--- src/rtl/bram_pkg.sv ---
// -----------------------------------------------------------------------------
// bram_pkg
// Shared definitions for the block-RAM stream reader.
//   DEF_ADDR_W / DEF_DATA_W   default RAM geometry (64 x 8)
//   DEF_FIFO_DEPTH            default return-data buffer depth
//   rd_state_t                reader FSM encoding
//   fifo_cnt_w()              width of a 0..depth occupancy counter
// -----------------------------------------------------------------------------
package bram_pkg;

   localparam int DEF_ADDR_W     = 6;
   localparam int DEF_DATA_W     = 8;
   localparam int DEF_FIFO_DEPTH = 2;

   typedef enum logic [1:0] {
      IDLE  = 2'd0,
      READ  = 2'd1,
      DRAIN = 2'd2,
      DONE  = 2'd3
   } rd_state_t;

   // Occupancy must represent both 0 and depth, hence depth+1 values.
   function automatic int fifo_cnt_w(input int depth);
      return $clog2(depth + 1);
   endfunction

   localparam int DEF_FIFO_CNT_W = fifo_cnt_w(DEF_FIFO_DEPTH);

endpackage

--- src/rtl/rd_skid_fifo.sv ---
// -----------------------------------------------------------------------------
// rd_skid_fifo
// Small synchronous FIFO holding returned RAM words plus their last-beat flag.
// The head entry is presented combinationally, so it stays stable until popped.
// Ports:
//   clk, rst_n   clock, asynchronous active-low reset (empties the FIFO)
//   push         write push_data/push_last at the tail
//   pop          drop the head entry (caller guarantees count != 0)
//   count        current occupancy, 0..DEPTH
//   head_data    data of the oldest entry (0 after reset)
//   head_last    last flag of the oldest entry
// Push and pop in the same cycle on a full FIFO is legal: the head is read
// before the edge and the freed slot is written at the edge.
// -----------------------------------------------------------------------------
module rd_skid_fifo
   import bram_pkg::*;
#(
   parameter int DEPTH  = DEF_FIFO_DEPTH,
   parameter int DATA_W = DEF_DATA_W,
   parameter int CNT_W  = DEF_FIFO_CNT_W
) (
   input  logic              clk,
   input  logic              rst_n,
   input  logic              push,
   input  logic [DATA_W-1:0] push_data,
   input  logic              push_last,
   input  logic              pop,
   output logic [CNT_W-1:0]  count,
   output logic [DATA_W-1:0] head_data,
   output logic              head_last
);

   localparam int PTR_W = (DEPTH > 1) ? $clog2(DEPTH) : 1;
   localparam logic [PTR_W-1:0] LAST_PTR = PTR_W'(DEPTH - 1);

   logic [DATA_W-1:0] data_mem [DEPTH];
   logic [DEPTH-1:0]  last_mem;
   logic [PTR_W-1:0]  wr_ptr;
   logic [PTR_W-1:0]  rd_ptr;

   always_ff @(posedge clk or negedge rst_n) begin
      if (!rst_n) begin
         wr_ptr   <= '0;
         rd_ptr   <= '0;
         count    <= '0;
         last_mem <= '0;
         for (int i = 0; i < DEPTH; i++) begin
            data_mem[i] <= '0;
         end
      end else begin
         if (push) begin
            data_mem[wr_ptr] <= push_data;
            last_mem[wr_ptr] <= push_last;
            wr_ptr           <= (wr_ptr == LAST_PTR) ? '0 : wr_ptr + 1'b1;
         end
         if (pop) begin
            rd_ptr <= (rd_ptr == LAST_PTR) ? '0 : rd_ptr + 1'b1;
         end
         case ({push, pop})
            2'b10:   count <= count + 1'b1;
            2'b01:   count <= count - 1'b1;
            default: count <= count;
         endcase
      end
   end

   assign head_data = data_mem[rd_ptr];
   assign head_last = last_mem[rd_ptr];

endmodule

--- src/rtl/bram_stream_reader.sv ---
// -----------------------------------------------------------------------------
// bram_stream_reader
// Read-side master for a synchronous block RAM (1-cycle read latency).
// Takes a (start_addr, length) command, issues sequential reads (address wraps
// modulo 2**ADDR_W) and returns the words as a byte stream with a last flag.
// Ports:
//   clk, rst_n             clock, asynchronous active-low reset
//   start                  command strobe, sampled only while busy=0
//   start_addr, length     first address, beat count (0..2**ADDR_W)
//   busy                   command in progress (state != IDLE)
//   done                   one-cycle pulse at command completion
//   mem_en, mem_addr       RAM read port request
//   mem_rdata              RAM data, valid the cycle after mem_en
//   m_valid, m_data,       output stream
//   m_last, m_ready
//   state_dbg              current FSM state
//   checksum               (only with READ_CHECKSUM_EN) XOR of accepted beats
// Optional feature macro: READ_CHECKSUM_EN.
//
// Stream handshake: a beat transfers on a rising edge where m_valid and
// m_ready are both 1. Once m_valid is raised it stays high, with m_data and
// m_last unchanged, until that transfer happens; m_ready may change freely.
// -----------------------------------------------------------------------------
module bram_stream_reader
   import bram_pkg::*;
#(
   parameter int ADDR_W     = DEF_ADDR_W,
   parameter int DATA_W     = DEF_DATA_W,
   parameter int FIFO_DEPTH = DEF_FIFO_DEPTH   // must be >= 2
) (
   input  logic              clk,
   input  logic              rst_n,
   input  logic              start,
   input  logic [ADDR_W-1:0] start_addr,
   input  logic [ADDR_W:0]   length,
   output logic              busy,
   output logic              done,
   output logic              mem_en,
   output logic [ADDR_W-1:0] mem_addr,
   input  logic [DATA_W-1:0] mem_rdata,
   output logic              m_valid,
   output logic [DATA_W-1:0] m_data,
   output logic              m_last,
   input  logic              m_ready,
   output rd_state_t         state_dbg
`ifdef READ_CHECKSUM_EN
   ,
   output logic [DATA_W-1:0] checksum
`endif
);

   localparam int CNT_W = fifo_cnt_w(FIFO_DEPTH);
   localparam logic [ADDR_W:0] ONE_BEAT = (ADDR_W+1)'(1);

   rd_state_t         state;
   logic [ADDR_W-1:0] addr;
   logic [ADDR_W:0]   remaining;
   logic              inflight;
   logic              inflight_last;
   logic [CNT_W-1:0]  count;
   logic              pop;
   logic              credit_ok;
   logic              issue;

   assign pop = m_valid & m_ready;

   // A read may be issued only if its data is guaranteed a FIFO slot when it
   // returns next cycle: free slots, minus the read already in flight, plus the
   // slot freed by a pop happening this cycle.
   assign credit_ok = (FIFO_DEPTH - int'(count) - int'(inflight) + int'(pop)) > 0;
   assign issue     = (state == READ) && credit_ok && (remaining != '0);

   assign mem_en    = issue;
   assign mem_addr  = addr;
   assign busy      = (state != IDLE);
   assign m_valid   = (count != '0);
   assign state_dbg = state;

   always_ff @(posedge clk or negedge rst_n) begin
      if (!rst_n) begin
         state         <= IDLE;
         addr          <= '0;
         remaining     <= '0;
         inflight      <= 1'b0;
         inflight_last <= 1'b0;
         done          <= 1'b0;
      end else begin
         done          <= 1'b0;
         // Whatever is issued now returns next cycle and is pushed blindly.
         inflight      <= issue;
         inflight_last <= issue && (remaining == ONE_BEAT);
         case (state)
            IDLE: begin
               if (start) begin
                  addr      <= start_addr;
                  remaining <= length;
                  if (length == '0) begin
                     state <= DONE;
                     done  <= 1'b1;
                  end else begin
                     state <= READ;
                  end
               end
            end
            READ: begin
               if (issue) begin
                  addr      <= addr + 1'b1;   // natural wrap at 2**ADDR_W
                  remaining <= remaining - 1'b1;
                  if (remaining == ONE_BEAT) begin
                     state <= DRAIN;
                  end
               end
            end
            DRAIN: begin
               if (pop && m_last) begin
                  state <= DONE;
                  done  <= 1'b1;
               end
            end
            DONE: begin
               state <= IDLE;
            end
            default: begin
               state <= IDLE;
            end
         endcase
      end
   end

   rd_skid_fifo #(
      .DEPTH  (FIFO_DEPTH),
      .DATA_W (DATA_W),
      .CNT_W  (CNT_W)
   ) u_fifo (
      .clk       (clk),
      .rst_n     (rst_n),
      .push      (inflight),
      .push_data (mem_rdata),
      .push_last (inflight_last),
      .pop       (pop),
      .count     (count),
      .head_data (m_data),
      .head_last (m_last)
   );

`ifdef READ_CHECKSUM_EN
   // Cleared when a command is accepted; holds its final value through the
   // done pulse and the following idle time.
   always_ff @(posedge clk or negedge rst_n) begin
      if (!rst_n) begin
         checksum <= '0;
      end else if ((state == IDLE) && start) begin
         checksum <= '0;
      end else if (pop) begin
         checksum <= checksum ^ m_data;
      end
   end
`endif

endmodule

--- config.mk ---
export PLATFORM = sky130hd
export DESIGN_NAME = bram_stream_reader
export DESIGN_NICKNAME = d
export VERILOG_FILES = /design/src/rtl/bram_pkg.sv /design/src/rtl/rd_skid_fifo.sv /design/src/rtl/bram_stream_reader.sv
export SDC_FILE = /design/constraint.sdc
export NUM_CORES = 1
export LEC_CHECK = 0
export ABC_AREA = 0
export BUFFER_PORTS_ARGS = -buffer_cell sky130_fd_sc_hd__buf_2
export CELL_PAD_IN_SITES_DETAIL_PLACEMENT = 0
export CELL_PAD_IN_SITES_GLOBAL_PLACEMENT = 1
export CORE_MARGIN = 2
export CORE_UTILIZATION = 46
export DETAILED_ROUTE_END_ITERATION = 8
export HOLD_SLACK_MARGIN = 0.05
export PLACE_DENSITY_LB_ADDON = 0.08
export RECOVER_POWER = 25
export SETUP_SLACK_MARGIN = 0.15
export SLEW_MARGIN = 25
export SYNTH_ARGS = -nofsm -noshare
export SYNTH_HDL_FRONTEND = slang
export SYNTH_HIERARCHICAL = 1
export SYNTH_SLANG_ARGS = --single-unit
--- constraint.sdc ---
create_clock -name clk -period 8.2 [get_ports clk]
set_input_delay 0.82 -clock clk [delete_from_list [all_inputs] [get_ports clk]]
set_output_delay 0.82 -clock clk [all_outputs]
set_load 0.1 [all_outputs]
## Yosys cells after proc, flatten, opt, wreduce, memory -nomap -nowiden

Index checks and enable logic that the tools add are counted.

- Output and inout port bits: 21
- Bits of input ports: 25
- Flip-flop bits (word level): 40

- $lt $le $gt $ge: 7
- Equal/unequal tests: 10
- Multiplexer cells: 30
- Bitwise gates (word level): 3
- Reductions and logical operators: 15
- Add/subtract/negate cells: 9

Operators by type and width:

| kind | count |
|---|---|
| 8-bit two-way mux | 4 |
| 16-bit bitwise mux | 1 |
| 7-bit two-way mux | 2 |
| 7-bit one-hot mux with 2 select lines | 1 |
| 6-bit two-way mux | 2 |
| 6-bit one-hot mux with 2 select lines | 1 |
| 2-bit two-way mux | 5 |
| 8-bit demux with 1-bit select | 1 |
| 1-bit two-way mux | 8 |
| 2-bit one-hot mux with 4 select lines | 1 |
| 2-bit nonzero test | 4 |
| 7-bit by 1-bit equality test with 1-bit output, second input constant | 1 |
| 7-bit logical NOT | 1 |
| 7-bit nonzero test | 1 |
| 7-bit by 1-bit subtractor with 7-bit output, second input constant | 1 |
| 6-bit by 1-bit adder with 6-bit output, second input constant | 1 |
| 2-bit equality test, second input constant | 3 |
| 1-bit logical AND | 6 |
| 2-bit != test, second input constant | 3 |
| 4-bit by 2-bit adder with 5-bit output | 1 |
| 5-bit by 1-bit greater-than comparator with 1-bit output, second input constant | 1 |
| 2-bit by 1-bit equality test with 1-bit output, second input constant | 2 |
| 2-bit >= comparator, second input constant | 2 |
| 1-bit by 2-bit < comparator with 1-bit output, second input constant | 2 |
| 17 further kinds | 19 |

## Longest topological paths before layout

Gate-level depths: netlist of run 1.

- Word-level depth: 8
- Depth in mapped cells: 13
- Gate-level depth less buffers: 13

## Cells and area by module

Netlist of run 1, hierarchy kept.

By module, submodules not included:

| module | area each (sq um) | cells an instance | instances |
|---|---|---|---|
| bram_stream_reader | 1356.3 | 147 | 1 |
| rd_skid_fifo | 940.9 | 60 | 1 |

## Worst setup path before layout of run 1

Ideal clock, no wire load.

- Path type: input to output
- From: input m_ready
- To: output mem_en
- Required time: 7380 ps
- Cell stages on the path: 9
- Path buffers: 0
- Path slack: 4325 ps
- Arrival time: 3055 ps
- Cells stage by stage: nor2b_1 ha_1 inv_1 fa_1 inv_1 ha_1 o211ai_1 o22ai_2 and2_1

- Word-level cells in the longest chain between the ends: 5

Ends and longest elaborated chain:

| item | line | text |
|---|---|---|
| start, declared | bram_stream_reader.sv:44 | `input logic m_ready,` |
| 1-bit bitwise AND | bram_stream_reader.sv:65 | `assign pop = m_valid & m_ready;` |
| 4-bit by 2-bit adder with 5-bit output | bram_stream_reader.sv:70 | `assign credit_ok = (FIFO_DEPTH - int'(count) - int'(inflight) + int'(pop)) > 0;` |
| 5-bit by 1-bit greater-than comparator with 1-bit output | bram_stream_reader.sv:70 |  |
| 1-bit logical AND (2 in series) | bram_stream_reader.sv:71 | `assign issue = (state == READ) && credit_ok && (remaining != '0);` |
| end, declared | bram_stream_reader.sv:38 | `output logic mem_en,` |

No other way between the ends.

## Worst setup path after layout of run 1

- From: register u_fifo.count[0]
- To: output mem_en

- Word-level cells in the longest chain between the ends: 6

Ends and longest elaborated chain:

| item | line | text |
|---|---|---|
| start, declared | rd_skid_fifo.sv:28 | `output logic [CNT_W-1:0] count,` |
| start signal, assigned | rd_skid_fifo.sv:60 | `2'b10: count <= count + 1'b1;` |
| start signal, assigned | rd_skid_fifo.sv:61 | `2'b01: count <= count - 1'b1;` |
| start signal, assigned | rd_skid_fifo.sv:62 | `default: count <= count;` |
| 2-bit nonzero test | bram_stream_reader.sv:76 | `assign m_valid = (count != '0);` |
| 1-bit bitwise AND | bram_stream_reader.sv:65 |  |
| named net pop | bram_stream_reader.sv:61 | `logic pop;` |
| 4-bit by 2-bit adder with 5-bit output | bram_stream_reader.sv:70 |  |
| 5-bit by 1-bit greater-than comparator with 1-bit output | bram_stream_reader.sv:70 |  |
| 1-bit logical AND (2 in series) | bram_stream_reader.sv:71 |  |

The timed path passes the listed nets, and every way through them passes these cells.

==> flow_summary.toml, run 1 <==
[status]
status = "finished with violations"
violations = "max-capacitance violations, max-slew violations"

[logic_synthesis]
synthesis.area_mm2 = 0.00230
yosys_top_cell_area_share = 0.436
netlist.top_cell.by_area = "dfrtp_1"
mapped_cells = 207
synthesis.yosys.warnings = 6
synth_enable_flop_cells = 0
async_reset_ff_frac = 1.00
postSynthAreaPerCell_um2 = 11.1
syn_nets = 247
yosys.cell_count.top_type = "dfrtp_1"
top_reg_cell_synth = "dfrtp_1"
synth.lib_cells_used.distinct = 49
ys_top_cells_by_count = "dfrtp_1 (40), mux2_2 (27), inv_1 (15), nor2_1 (15), ha_1 (13)"
synth-seq-cells = 40
synth_top_cells_by_area = "dfrtp_1 (44%), mux2_2 (13%), ha_1 (7.1%), inv_1 (2.5%), nor2_1 (2.5%)"
synth_seq_area_share = 0.436

[critical_path]
setup.worst_path.end_class = "primary output"
critical_path.max_fanout = 6
cp-start-kind = "flop"
worst-endpoint-arrival_ns = 3.32
criticalPathCategory = "reg2out"
worst_ep_required_time_ns = 7.38

[clock_tree]
cts_resized = 0
cts_buffers = 5
cts-hold-fix-buffers = 0
tritoncts_clock_tree = "done"
htree_num_levels = 2
cts.path.max_buffers = 2
insertion_delay_ns = 0.29
clock_slew_at_reported_path_ffs_ns = 0.08
numClockSinks = 40
ctsRootBufferMaster = "clkbuf_8"
setup_fix_buffers_added_after_clock_tree_synthesis = 0

[hold_path]
min-delay-path-class = "in2async"

[final_layout]
finish.net_count = 297
syn_to_final_growth_pct = 16.8
final.fill_count = 440
multi_input_area_mm2 = 0.00121
fin_util = 0.564
inserted_diodes = 0
area.sequential_mm2 = 0.00100
drive_above_1_share = 0.357

[timing]
timing.final.max_slew_violations = 32
layout_worst_path_cycle_share = 0.505
fin_skew_ns = 0.00547
max_clock_freq_mhz = 242
endpoints_failing_hold = 0
holdWs_ns = 0.470
rsz0062_at_grt = "no"
timing.max_slew.rel_slack = -0.120
totalNegativeSetupSlack_ns = 0
period_needed_ns = 4.14
report.final.setup_viol = 0
worst_pin_slew_ns = 1.68

[floorplan]
fp.coreArea_mm2 = 0.00475
die-area_mm2 = 0.00557
ioPinCount = 46
chipHeight_um = 74.7
die_width_um = 74.7
floorplan.rows = 25
initial_core_util = 0.483

[drt]
drt-wirelength-per-cell_um = 14.0
detailedRoute.firstPassIterationCount = 4
drcViolationCount = 0
antenna_violating_nets_post_route = 0
viasPerCell = 5.10
wl_mm = 4.57
vias = 1659
first_iter_violations = 67

[global_route]
globalRouteOverflowTotal = 0
antenna_found_initial = 0
maximum_number_of_pins_on_one_net_before_global_route_repair = 41
number_of_global_route_vias_before_repair = 1669
first_pass_grt_wire_length_mm = 7.60
grt_usage = 0.183

[place]
number_of_port_buffers = 45
place_congestion = 0.834
dp_hpwl_mm = 3.43

[job]
drv.max_cap_violation_count = 1
## final timing paths
| kind | start | to | slack [ns] | depth (start not counted) |
|---|---|---|---|---|
| max in group asynchronous | rst_n | u_fifo/wr_ptr | 5.79 | 2 |
| min in group clk | u_fifo/data_mem[2] | u_fifo/data_mem[2] | 0.51 | 1 |
| worst min-delay path | rst_n | u_fifo/count[0] | 0.47 | 1 |
| worst max-delay path | u_fifo/count[0] | mem_en | 4.06 | 12 |
| worst max register to register | u_fifo/count[0] | mem_addr[3] | 4.87 | 13 |
| worst min register to register | u_fifo/data_mem[2] | u_fifo/data_mem[2] | 0.51 | 1 |
## state kept, by name, summed over array words and instances (netlist names)
register	cells
inflight_last	1
u_fifo/data_mem	16
remaining	7
done	1
inflight	1
state_dbg	2
mem_addr	6
u_fifo/count	2
u_fifo/rd_ptr	1
u_fifo/last_mem	2
u_fifo/wr_ptr	1
## placed cells by master, fill, tap and decap left out, drive strengths merged, types with 3 or more instances in the layout
master / instances
a311oi: 3
mux2i: 5
mux2: 27
o21ai: 7
nor3b: 4
ha: 13
xor2: 3
inv: 16
nand3: 10
dfrtp: 40
nor2b: 3
buf: 45
clkbuf: 8
nand2: 13
o221a: 3
a21oi: 11
clkinv: 3
nor2: 16
## cell families (layout without fill, tap and decap cells)
group                    Yosys count  after routing  synth area share
XOR/XNOR                           5              5            0.0191
AND/OR/NAND/NOR                   59             59             0.145
adder cells (fa/ha/maj)           15             15            0.0882
AO/OA/AOI/OAI                     35             35             0.119
multiplexers                      32             32             0.154
buffers and inverters             21             72            0.0387
flip-flops                        40             40             0.436
## per-layer routing
layer	track usage	vias to the layer above	wire length, um
met5	0	-	0
met4	0.0476	0	23
met3	0.0442	2	162
met2	0.323	32	2260
met1	0.226	794	2120
li1	-	831	-
## area by class of cell
| cell class | count | share of cell area |
|---|---|---|
| Multi-Input combinational cell | 146 | 0.450 |
| Sequential cell | 40 | 0.373 |
| Timing Repair Buffer | 47 | 0.0876 |
| Tap cell | 67 | 0.0312 |
| Clock buffer | 6 | 0.0308 |
| Inverter | 17 | 0.0238 |
| Clock inverter | 2 | 0.00373 |
## critical path: stages (launching register included)
cell,delay [ns]
dfrtp_1,0.45
inv_1,0.11
ha_1,0.24
nor2b_1,0.32
ha_1,0.23
inv_1,0.05
fa_1,0.35
inv_1,0.06
ha_1,0.16
o211ai_1,0.10
o22ai_2,0.27
and2_1,0.24
buf_2,0.45
## metrics by stage
step / std cells / setup WS (ns) / area [um^2]
after global placement: 316 / 4.30 / 2590
after global routing: 325 / 3.76 / 2680
after floorplan: 207 / 4.33 / 2300
final: 325 / 4.06 / 2680
after CTS: 324 / 4.03 / 2680
after detailed placement: 316 / 4.24 / 2590
Power of run 1 is not shown: default switching activity piles up to over one toggle a cycle in this logic, so the estimate is an artifact.
==> run 2: changes to the inputs <==
--- a/config.mk
+++ b/config.mk
@@ -10,7 +10,7 @@
 export CELL_PAD_IN_SITES_DETAIL_PLACEMENT = 0
 export CELL_PAD_IN_SITES_GLOBAL_PLACEMENT = 1
 export CORE_MARGIN = 2
-export CORE_UTILIZATION = 46
+export CORE_UTILIZATION = 43
 export DETAILED_ROUTE_END_ITERATION = 8
 export HOLD_SLACK_MARGIN = 0.05
 export PLACE_DENSITY_LB_ADDON = 0.08
==> constraint.sdc (replaced) <==
create_clock -name clk -period 3.99 [get_ports clk]
set_input_delay 0.399 -clock clk [delete_from_list [all_inputs] [get_ports clk]]
set_output_delay 0.399 -clock clk [all_outputs]
set_load 0.1 [all_outputs]
==> run 2 against run 1 <==
  * The run still ends with max-capacitance violations, max-slew violations left
  * First-iteration DRC count shrank 45%
  * Non-clock buffer count shrank 1
  * Cell count grew 0.62%
  * Utilization shrank 3.7 points
  * Largest cell class unchanged
  * Highest routed layer unchanged
==> flow_summary.toml, run 2 (synthesis gave the netlist of run 1 again) <==
[critical_path]
cp-start-kind = "flop"
crit_path_end = "mem_en"
worst_ep_required_time_ns = 3.59
critical_path.max_fanout = 6
crit_path_start = "u_fifo/count[0]"
r2r_setup_slack_ns = 0.84
crit_reg_reg_startpoint = "u_fifo/count[0]"
r2r_cells = 13
criticalPathCategory = "reg2out"
timing.critical_path.buf_inv = 4
worst_path_dominant_cell_family = "adder cells"
crit-reg2reg-capture = "mem_addr[3]"
cp_slowest_cell = "dfrtp_1"
timing.critical_path.slowest_cell_delay_ns = 0.45
path_length_in_cells_of_the_critical_path = 12
worst-endpoint-arrival_ns = 3.13
setup.worst_path.end_class = "primary output"
worstPathCellList = "inv_1 -> ha_1 -> nor2b_2 -> ha_1 -> inv_1 -> fa_1 -> inv_1 -> ha_1 -> o211ai_1 -> o22ai_2 -> and2_1 -> clkbuf_4"

[global_route]
maximum_number_of_pins_on_one_net_before_global_route_repair = 41
first_pass_grt_wire_length_mm = 8.33
grt_usage = 0.176
antenna_found_initial = 0
globalRouteOverflowTotal = 0
number_of_global_route_vias_before_repair = 1627

[hold_path]
min-delay-path-class = "in2reg"
number_of_cells_traversed_by_the_worst_hold_path = 2

[clock_tree]
ctsRootBufferMaster = "clkbuf_8"
numClockSinks = 40
insertion_delay_ns = 0.30
tritoncts_clock_tree = "done"
clock_slew_at_reported_path_ffs_ns = 0.09
htree_num_levels = 2
cts_buffers = 5
cts.path.max_buffers = 2
setup_fix_buffers_added_after_clock_tree_synthesis = 0

[final_layout]
drive_above_1_share = 0.362
largest_register_ffs = 16
inserted_diodes = 0
final_cell_mix = "buf_2 (43), dfrtp_1 (40), mux2_2 (27)"
layoutNonFillerInstCount = 327
syn_to_final_growth_pct = 18.1
final.fill_count = 495
finish.net_count = 296
fin_util = 0.528
registers.top_by_ff_count = "u_fifo/data_mem"
layout_commonest_cell = "buf_2"

[drt]
antenna_violating_nets_post_route = 0
drcViolationCount = 0
drt-wirelength-per-cell_um = 14.6
wl_mm = 4.79
first_iter_violations = 37
detailedRoute.firstPassIterationCount = 4
viasPerCell = 5.22
vias = 1707

[floorplan]
fp.coreArea_mm2 = 0.00514
floorplan.rows = 26
chipHeight_um = 77.1
initial_core_util = 0.447
die_width_um = 77.1
die-area_mm2 = 0.00594
ioPinCount = 46

[timing]
worst_pin_slew_ns = 2.21
layout_worst_path_cycle_share = 0.885
timing.final.max_slew_violations = 41
timing.max_slew.rel_slack = -0.474
rsz0062_at_grt = "no"
endpoints_failing_hold = 0
max_clock_freq_mhz = 283
period_needed_ns = 3.53
report.final.setup_viol = 0
fin_skew_ns = 0.00591
postLayoutSetupSlackWorst_ns = 0.461
totalNegativeSetupSlack_ns = 0

[place]
number_of_port_buffers = 45
dp_cells = 319
place_congestion = 0.713
dp_hpwl_mm = 3.45
dp_slack_ns = 0.536

[job]
drv.max_cap_violation_count = 1

[status]
violations = "max-capacitance violations, max-slew violations"
status = "finished with violations"
run 2: layer usage:
| layer | GRT usage | routed length, um | vias up |
|---|---|---|---|
| met5 | 0 | 0 | - |
| met4 | 0.0536 | 58 | 0 |
| met3 | 0.0388 | 242 | 8 |
| met2 | 0.275 | 2250 | 43 |
| met1 | 0.244 | 2240 | 813 |
| li1 | - | - | 843 |
run 2: final cells by class:
cell class                      instances  area (um^2)  share of cell area
Tap cell                               70         87.6              0.0323
Clock buffer                            5         68.8              0.0254
Timing Repair Buffer                   46          234              0.0863
Inverter                               17         63.8              0.0235
Clock inverter                          3         47.5              0.0175
Multi-Input combinational cell        146         1210               0.446
Sequential cell                        40         1000               0.369
run 2: how the worst min path moves through the flow:
stage                        from                 end  slack [ns]
5_1_grt              mem_rdata[2]  u_fifo/data_mem[2]        0.33
3_5_place_dp   u_fifo/data_mem[8]  u_fifo/data_mem[8]        0.49
3_3_place_gp   u_fifo/data_mem[2]  u_fifo/data_mem[2]        0.48
2_1_floorplan               rst_n                done        0.10
4_1_cts                     rst_n     u_fifo/count[1]        0.27
6_report             mem_rdata[2]  u_fifo/data_mem[2]        0.34
run 2: stage by stage:
step           hold slack (ns)  area (um^2)
3_3_place_gp             0.482         2590
2_1_floorplan            0.103         2300
3_5_place_dp             0.492         2590
6_report                 0.340         2710
5_1_grt                  0.334         2710
4_1_cts                  0.269         2710
run 2: timing repair:
item                       in CTS  in global routing
resized for setup               0                  2
hold buffers                    0                  0
setup endpoints to repair       0                  1
run 2: worst reg2reg max path: cells and delay by family, from the launching register on:
| family | cells | cell delay [ns] |
|---|---|---|
| AO/OA/AOI/OAI | 3 | 0.84 |
| adder cells (fa/ha/maj) | 4 | 1.00 |
| buffers and inverters | 3 | 0.22 |
| flip-flops | 1 | 0.45 |
| AND/OR/NAND/NOR | 3 | 0.54 |
Power of run 2 is left out for the same reason.
